## src/rtl/hot_bit_encoder.sv

```systemverilog
// Registered one-hot to binary encoder with valid/ready output stage and input validation.
// Define HOT_BIT_ERRCNT_EN to build the saturating error counter (err_clr/err_count ports).
module hot_bit_encoder #(
    parameter int unsigned DEPTH = 8,
    parameter int unsigned CNT_W = 8
) (
    input  logic                       clk,
    input  logic                       rst,
`ifdef HOT_BIT_ERRCNT_EN
    input  logic                       err_clr,
    output logic [CNT_W-1:0]           err_count,
`endif
    input  logic [DEPTH-1:0]           in_vec,
    input  logic                       in_valid,
    output logic                       in_ready,
    output logic [$clog2(DEPTH)-1:0]   out_index,
    output logic                       out_valid,
    input  logic                       out_ready,
    output logic                       out_err,
    output logic                       out_zero
);

    localparam int unsigned BITS = $clog2(DEPTH);

    logic            accept;
    logic            pop;
    logic [BITS-1:0] enc_index;
    logic            enc_zero;
    logic            enc_multi;
    logic            enc_err;

    logic            out_valid_q, out_valid_d;
    logic [BITS-1:0] out_index_q, out_index_d;
    logic            out_err_q,   out_err_d;
    logic            out_zero_q,  out_zero_d;

    assign in_ready = !out_valid_q || out_ready;
    assign accept   = in_valid && in_ready;
    assign pop      = out_valid_q && out_ready;

    // Scan from the top so the lowest set bit wins on multi-hot inputs.
    always_comb begin
        enc_index = '0;
        for (int i = DEPTH - 1; i >= 0; i--) begin
            if (in_vec[i]) begin
                enc_index = BITS'(i);
            end
        end
    end

    assign enc_zero  = ~|in_vec;
    assign enc_multi = |(in_vec & (in_vec - DEPTH'(1)));
    assign enc_err   = enc_zero || enc_multi;

    always_comb begin
        out_valid_d = out_valid_q;
        out_index_d = out_index_q;
        out_err_d   = out_err_q;
        out_zero_d  = out_zero_q;
        if (accept) begin
            out_valid_d = 1'b1;
            out_index_d = enc_index;
            out_err_d   = enc_err;
            out_zero_d  = enc_zero;
        end else if (pop) begin
            out_valid_d = 1'b0;
        end
    end

    always_ff @(posedge clk or posedge rst) begin
        if (rst) begin
            out_valid_q <= 1'b0;
            out_index_q <= '0;
            out_err_q   <= 1'b0;
            out_zero_q  <= 1'b0;
        end else begin
            out_valid_q <= out_valid_d;
            out_index_q <= out_index_d;
            out_err_q   <= out_err_d;
            out_zero_q  <= out_zero_d;
        end
    end

    assign out_valid = out_valid_q;
    assign out_index = out_index_q;
    assign out_err   = out_err_q;
    assign out_zero  = out_zero_q;

`ifdef HOT_BIT_ERRCNT_EN
    logic [CNT_W-1:0] err_count_q, err_count_d;

    // Clear takes priority over a coincident erroneous accept.
    always_comb begin
        err_count_d = err_count_q;
        if (err_clr) begin
            err_count_d = '0;
        end else if (accept && enc_err && (err_count_q != {CNT_W{1'b1}})) begin
            err_count_d = err_count_q + CNT_W'(1);
        end
    end

    always_ff @(posedge clk or posedge rst) begin
        if (rst) begin
            err_count_q <= '0;
        end else begin
            err_count_q <= err_count_d;
        end
    end

    assign err_count = err_count_q;
`endif

endmodule

```

## config.mk

```make
export PLATFORM = sky130hd
export DESIGN_NAME = hot_bit_encoder
export DESIGN_NICKNAME = d
export VERILOG_FILES = /design/src/rtl/hot_bit_encoder.sv
export SDC_FILE = /design/constraint.sdc
export NUM_CORES = 1
export LEC_CHECK = 0
export ABC_CLOCK_PERIOD_IN_PS = 3290
export BUFFER_PORTS_ARGS = -buffer_cell sky130_fd_sc_hd__buf_2
export CAP_MARGIN = 20
export CORE_AREA = 2 2 39 41
export CTS_BUF_LIST = sky130_fd_sc_hd__clkbuf_8 sky130_fd_sc_hd__clkbuf_16
export CTS_CLUSTER_SIZE = 12
export DETAILED_ROUTE_END_ITERATION = 16
export DIE_AREA = 0 0 41 43
export PLACE_DENSITY = 0.53
export SYNTH_ARGS = -nofsm -noshare
export SYNTH_HDL_FRONTEND = slang
export SYNTH_SLANG_ARGS = --single-unit
```

## constraint.sdc

```tcl
create_clock -name clk -period 3.29 [get_ports clk]
set_input_delay 0.1645 -clock clk [delete_from_list [all_inputs] [get_ports clk]]
set_output_delay 0.1645 -clock clk [all_outputs]
set_load 0.005 [all_outputs]
```

After elaboration in Yosys (flattened, before gate mapping)
Cells that the tools add are included.
Widths: inputs -> output; s select.

operators by class
  div/mod/pow operators = 0
  reduce and logical (&&, ||, !) cells = 9
  multiply operators = 0
  add/subtract/negate cells = 1
  equality and inequality tests = 0
  shifts and indexed selects = 0
  multiplexer cells = 10
  bitwise gates (word level) = 1
  $lt $le $gt $ge = 0

operators with widths
  operator             number
  $mux 3               8
  $reduce_or 8->1      2
  $and 8x8->8          1
  $sub 8x1->8 const B  1
  $logic_and 1x1->1    2
  $logic_not 1->1      2
  $logic_or 1x1->1     2
  $mux 1               2
  $reduce_bool 2->1    1

word-level totals
  bits in read-only memories = 0
  output and inout port bits = 7
  input bits = 12
  latch bits = 0
  memories kept = 0
  logic and storage cells = 25
  register bits after elaboration = 6
  bits in writable memories = 0

Longest topological paths before layout
Gate-level depths: netlist of run 1.

  depth after elaboration = 8
  mapped depth = 5
  gate-level depth less buffers = 4

Least setup slack after synthesis of run 1
Ideal clock, no wire load.

  path type = in2reg
  start = in in_vec[3]
  end = reg out_err_q (netlist: out_err)
  cell stages on the path = 3
  path buffers = 0
  slack = 1.843 ns
  setup time = 0.126 ns
  required time = 3.164 ns
  arrival = 1.321 ns
  cell sequence = or4_4 o41a_1 o32a_1

on the way
  cells in the longest elaborated chain, start to end = 4
  elaborated cells on any way between the ends = 6
  classes of those cells = 1 x add/sub; 1 x bitwise; 4 x reduce/logical

RTL lines
  element               line  RTL
  from (decl)           13    input logic [DEPTH-1:0] in_vec,
  $sub 8x1->8           52    assign enc_multi = |(in_vec & (in_vec - DEPTH'(1)));
  $and 8x8->8           52
  $reduce_or 8->1       52
  $logic_or 1x1->1 *    53    assign enc_err = enc_zero || enc_multi;
  to (signal assigned)  79    out_err_q <= out_err_d;
  to (decl)             34    logic out_err_q, out_err_d;

Mark *: on every way between the ends. The rest lies on a longest branch, timed or not.
A chain may end at the register's enable or synchronous reset.

Worst setup path in the final report of run 1
Ends and elaborated chain as after synthesis.

==> impl_metrics.json, run 1 <==
{
  "status": "complete, no violations",
  "final_cell_area_um2": 529,
  "crit_fanout": 4,
  "drive_above_1_share": 0.344,
  "setup_viol": 0,
  "timing.hold.ws_ps": 191,
  "p_switching_uw": 52.0,
  "fmax_mhz": 715,
  "start_util": 0.269,
  "multi_input_area_um2": 210,
  "synth.ff_latch_count": 6,
  "grt_usage": 0.118,
  "dieArea_um2": 1760,
  "start_kind": "primary input",
  "clock_latency_ps": 220,
  "synth_top_area_share": 0.404,
  "root_buffer": "clkbuf_8",
  "slowest_delay_ps": 550,
  "dr_total_vias": 374,
  "clock_power_share": 0.465,
  "syn_to_final_growth_pct": 42.4,
  "worst_pin_slew_ps": 288,
  "fillers": 159,
  "coreArea_um2": 1380,
  "cp.required_ps": 3390,
  "switching_share": 0.227,
  "layout_common_cells": "buf_2, nor2_1, dfrtp_1, nor3_1, nand2_1",
  "io_pins": 19,
  "post-route-worst-setup-slack_ps": 1890,
  "critPathSlowestCell": "or4_4",
  "timing.final.crit_share": 0.425,
  "min-delay-start": "in_valid",
  "path_buf_inv": 1,
  "fp-row-count": 14,
  "reg2reg_setup_slack_ps": 2050,
  "yosys_warnings": 0,
  "cts.reportedPaths.clkPinSlew_ps": 30,
  "place_congestion": 0.659,
  "antennaDiodeCount": 0,
  "place_ws_ps": 1670,
  "relSlewSlack": 0.806,
  "reg2reg_from": "out_valid$_DFFE_PP0P_",
  "seq_area_frac_synth": 0.404,
  "place_inst": 76,
  "yosys.area.top_type": "dfrtp_1",
  "synth_cell_types": 21,
  "cp_top_family": "compound AO/OA/AOI/OAI gates",
  "cts_buffer_depth": 2,
  "slew_viol_final": 0,
  "cp-end-kind": "flip-flop",
  "die_w_um": 41,
  "hold_violations": 0,
  "place_area_um2": 478,
  "synth.area.top_cells": "dfrtp_1, nor3_1, nor2_1",
  "cts_resized": 0,
  "grt_pass1_wl_mm": 1.38,
  "reg2reg_to": "out_err$_DFFE_PP0P_",
  "synth_fp_nets": 55,
  "syn_area_per_cell_um2": 8.64,
  "seqPwrFrac": 0.357,
  "reg2reg_depth": 4,
  "drt-total-wl_um": 898,
  "worst_clock_skew_ps": 0.150,
  "drcViolationCount": 0,
  "final_nets": 78,
  "drv_cap": 0,
  "postLayoutCoreUtil": 0.382,
  "hold_class": "primary input to flip-flop",
  "powerDensity_nw_per_um2": 432,
  "ir_worst_vdd_mv": 0.219,
  "min_path_cells": 2,
  "vias_per_cell": 4.68,
  "instances_no_fill": 80,
  "drt_iter0_markers": 9,
  "cts_tree": "yes",
  "dr.pass1.iters": 4,
  "cts_inserted_buffers": 3,
  "final_common_cell": "buf_2",
  "grt_pass1_vias": 351,
  "p_leak_nw": 0.242,
  "power_frac_comb": 0.178,
  "intPower_uw": 176,
  "period_needed_ps": 1400,
  "htreeDepth": 1,
  "antenna_left": 0,
  "numClockSinks": 6,
  "setup_tns_ps": 0,
  "crit_chain": "buf_2 -> or4_4 -> o41a_1 -> o32a_1",
  "dp.final_hpwl_um": 716,
  "worstPathArrival_ps": 1500,
  "seq_area_um2": 150,
  "worstHoldEndpoint": "out_valid$_DFFE_PP0P_",
  "grt_overflow": 0,
  "io_buffers": 18,
  "total_power_uw": 228,
  "drt-wirelength-per-cell_um": 11.2,
  "die_h_um": 43,
  "grt_max_degree": 10,
  "grt_setup_unrepaired": "no",
  "syn-cell-area_um2": 372,
  "synthCells": 43,
  "antenna_found_initial": 0,
  "path_class": "primary input to flip-flop"
}
## power groups by stage
stage                     clock network [mW]  logic (mW)  registers [mW]
after floorplan                            0      0.0193          0.0832
after global routing                   0.113      0.0466          0.0820
after CTS                              0.111      0.0411          0.0816
after detailed placement                   0      0.0401          0.0825
final                                  0.106      0.0406          0.0816
after global placement                     0      0.0403          0.0826
## cells in the mapped netlist
cell	instances
clkbuf_1	1
o21bai_1	1
o21ai_0	1
nand3_1	1
and2_1	1
nor3_1	5
inv_1	2
a21oi_1	2
o41a_1	1
dfrtp_1	6
nand2b_1	3
a22o_1	1
nor2_1	6
o41ai_1	2
or4_4	1
maj3_1	1
a32o_1	1
nand2_1	4
o21a_1	1
o32a_1	1
o2111ai_1	1
## cells by family after synthesis
kind of cell | synth area share
buf+inv | 0.0303
simple gates | 0.279
fa+ha+maj | 0.0269
compound gates | 0.259
flops | 0.404
## registers in the layout (all words and copies together) (netlist names)
register / count
out_valid: 1
out_err: 1
out_zero: 1
out_index: 3
## cell type report
cell class              count  share of cell area
well taps                  16              0.0378
clock buffers               3              0.0780
multi-input cells          34               0.397
repair buffers             19               0.189
inverters                   2              0.0142
flip-flops and latches      6               0.284
## metal layers
| metal | GRT usage | wire length (um) | vias up |
|---|---|---|---|
| li1 | - | - | 202 |
| met1 | 0.128 | 415 | 162 |
| met2 | 0.188 | 432 | 10 |
| met3 | 0.0314 | 50 | 0 |
| met4 | 0.0800 | 0 | 0 |
| met5 | 0 | 0 | - |
## worst max path at each step
stage                     startpoint                  end  depth (start not counted)
after floorplan            in_vec[3]  out_err$_DFFE_PP0P_                          3
after global placement     in_vec[3]  out_err$_DFFE_PP0P_                          4
after detailed placement   in_vec[3]  out_err$_DFFE_PP0P_                          4
after CTS                  in_vec[3]  out_err$_DFFE_PP0P_                          4
after global routing       in_vec[3]  out_err$_DFFE_PP0P_                          4
final                      in_vec[3]  out_err$_DFFE_PP0P_                          4
## timing repair
action,4_1_cts,5_1_grt
endpoints found under the hold margin,6,0
buffers inserted,0,0
hold buffers,1,0
(Power assumes the default switching activity.)
==> inputs of run 2 (changes only) <==
--- a/config.mk
+++ b/config.mk
@@ -5,7 +5,7 @@
 export SDC_FILE = /design/constraint.sdc
 export NUM_CORES = 1
 export LEC_CHECK = 0
-export ABC_CLOCK_PERIOD_IN_PS = 3290
+export ABC_CLOCK_PERIOD_IN_PS = 1200
 export BUFFER_PORTS_ARGS = -buffer_cell sky130_fd_sc_hd__buf_2
 export CAP_MARGIN = 20
 export CORE_AREA = 2 2 39 41
@@ -13,7 +13,7 @@
 export CTS_CLUSTER_SIZE = 12
 export DETAILED_ROUTE_END_ITERATION = 16
 export DIE_AREA = 0 0 41 43
-export PLACE_DENSITY = 0.53
+export PLACE_DENSITY = 0.55
 export SYNTH_ARGS = -nofsm -noshare
 export SYNTH_HDL_FRONTEND = slang
 export SYNTH_SLANG_ARGS = --single-unit
==> constraint.sdc (replaced) <==
create_clock -name clk -period 1.2 [get_ports clk]
set_input_delay 0.06 -clock clk [delete_from_list [all_inputs] [get_ports clk]]
set_output_delay 0.06 -clock clk [all_outputs]
set_load 0.005 [all_outputs]
==> run 2 against run 1 <==
Net effect:
- the run now ends with setup timing left
- sequential power rose to 2.7 times the previous value
- global-route usage down 0.077 points
- critical path depth unchanged
- clock skew up 0.94 ps
- cell count up 10%
- wire length up 5.0%
- flip-flop and latch count unchanged
- die area unchanged
- critical path type unchanged
- critical endpoint unchanged
- largest cell class unchanged
==> impl_metrics.json, run 2 (synthesized netlist as in run 1, its figures left out) <==
{
  "drt_iter0_markers": 7,
  "cts_tree": "yes",
  "dr.pass1.iters": 4,
  "grt_pass1_vias": 393,
  "dp.final_hpwl_um": 745,
  "io_buffers": 18,
  "grt_max_degree": 10,
  "p_leak_nw": 0.294,
  "min_path_cells": 2,
  "worst_pin_slew_ps": 269,
  "coreArea_um2": 1380,
  "htreeDepth": 1,
  "drv_cap": 0,
  "reg2reg_setup_slack_ps": -10,
  "grt_overflow": 0,
  "vias_per_cell": 4.80,
  "start_kind": "primary input",
  "largest_register_ffs": 3,
  "drt-total-wl_um": 943,
  "grt_usage": 0.118,
  "violations": "setup timing",
  "hold_violations": 0,
  "grt_setup_unrepaired": "yes",
  "numClockSinks": 6,
  "reg2reg_depth": 4,
  "ir_worst_vdd_mv": 0.597,
  "min-delay-start": "in_valid",
  "layout_common_cells": "buf_2, buf_4, nor2_1, dfrtp_1",
  "final_common_cell": "buf_2",
  "root_buffer": "clkbuf_8",
  "cts_buffer_depth": 2,
  "crit_start": "in_vec[0]",
  "fp-row-count": 14,
  "start_util": 0.269,
  "hold_class": "primary input to flip-flop",
  "final_cell_area_um2": 624,
  "path_class": "primary input to flip-flop",
  "cp-end-kind": "flip-flop",
  "setup_viol": 1,
  "reg2reg_from": "out_valid$_DFFE_PP0P_",
  "drive_above_1_share": 0.486,
  "drcViolationCount": 0,
  "slew_viol_final": 0,
  "crit_fanout": 4,
  "powerDensity_nw_per_um2": 1050,
  "antenna_found_initial": 0,
  "cp.required_ps": 1290,
  "die_h_um": 43,
  "cts.reportedPaths.clkPinSlew_ps": 30,
  "io_pins": 19,
  "dr_total_vias": 422,
  "reg2reg_to": "out_err$_DFFE_PP0P_",
  "timing.final.crit_share": 1.03,
  "die_w_um": 41,
  "fmax_mhz": 812,
  "p_switching_uw": 147,
  "place_congestion": 0.735,
  "syn_to_final_growth_pct": 68.0,
  "period_needed_ps": 1230,
  "drt-wirelength-per-cell_um": 10.7,
  "switching_share": 0.224,
  "seqPwrFrac": 0.342,
  "status": "finished with violations",
  "worst_clock_skew_ps": 1.09,
  "antennaDiodeCount": 0,
  "intPower_uw": 507,
  "dieArea_um2": 1760,
  "place_area_um2": 523,
  "final_nets": 86,
  "power_frac_comb": 0.223,
  "place_ws_ps": -308,
  "worstHoldEndpoint": "out_valid$_DFFE_PP0P_",
  "clock_power_share": 0.435,
  "grt_pass1_wl_mm": 1.43,
  "antenna_left": 0,
  "post-route-worst-setup-slack_ps": -32.2,
  "relSlewSlack": 0.819,
  "cts_inserted_buffers": 3,
  "clock_latency_ps": 210,
  "worstPathArrival_ps": 1320
}
[run 2: worst max-delay path by stage]
stage,end,slack (ps),depth (start not counted)
finish,out_err$_DFFE_PP0P_,-30,4
global route,out_err$_DFFE_PP0P_,-70,4
CTS,out_err$_DFFE_PP0P_,-20,4
detailed placement,out_err$_DFFE_PP0P_,-310,4
global placement,out_err$_DFFE_PP0P_,-280,4
floorplan,out_err$_DFFE_PP0P_,-140,3
[run 2: metrics by stage]
stage          hold WS, ps   util  std cells  TNS [ps]  total power [mW]
6_report              98.0  0.451         88     -32.2             0.654
5_1_grt                133  0.451         88     -73.8             0.686
4_1_cts                100  0.431         87     -24.8             0.653
3_5_place_dp         -25.8  0.378         82      -308             0.353
3_3_place_gp         -24.9  0.378         82      -278             0.353
2_1_floorplan         -149      -         43      -143             0.281
[run 2: routing by layer]
layer | share of wire | wire length [um] | global-route usage
met4 | 0 | 0 | 0.0600
met1 | 0.44 | 414 | 0.129
met5 | 0 | 0 | 0
met3 | 0.071 | 67 | 0.0157
met2 | 0.49 | 461 | 0.203
[run 2: worst max-delay path, stage by stage]
cell	delay [ps]
buf_6	90
or4_4	560
o41a_1	320
o32a_1	290
[run 2: layout make-up]
class | instances | area (um2)
clock buffers | 3 | 41.3
fillers | 144 | 759
inverters | 2 | 7.51
multi-input cells | 34 | 239
flip-flops and latches | 6 | 150
well taps | 16 | 20.0
repair buffers | 27 | 166
[run 2: power by group through the flow]
stage,clock [mW],sequential (mW),combinational (mW)
6_report,0.284,0.224,0.146
5_1_grt,0.299,0.225,0.162
4_1_cts,0.292,0.224,0.137
3_5_place_dp,0,0.226,0.127
3_3_place_gp,0,0.227,0.126
2_1_floorplan,0,0.228,0.0529
[run 2: what timing repair did]
action | 4_1_cts | 5_1_grt
setup endpoints to repair | 1 | 2
pin swaps | 3 | 0
endpoints found under the hold margin | 6 | 0
hold buffers | 1 | 0
setup buffers | 1 | 1
gates resized for setup | 3 | 3
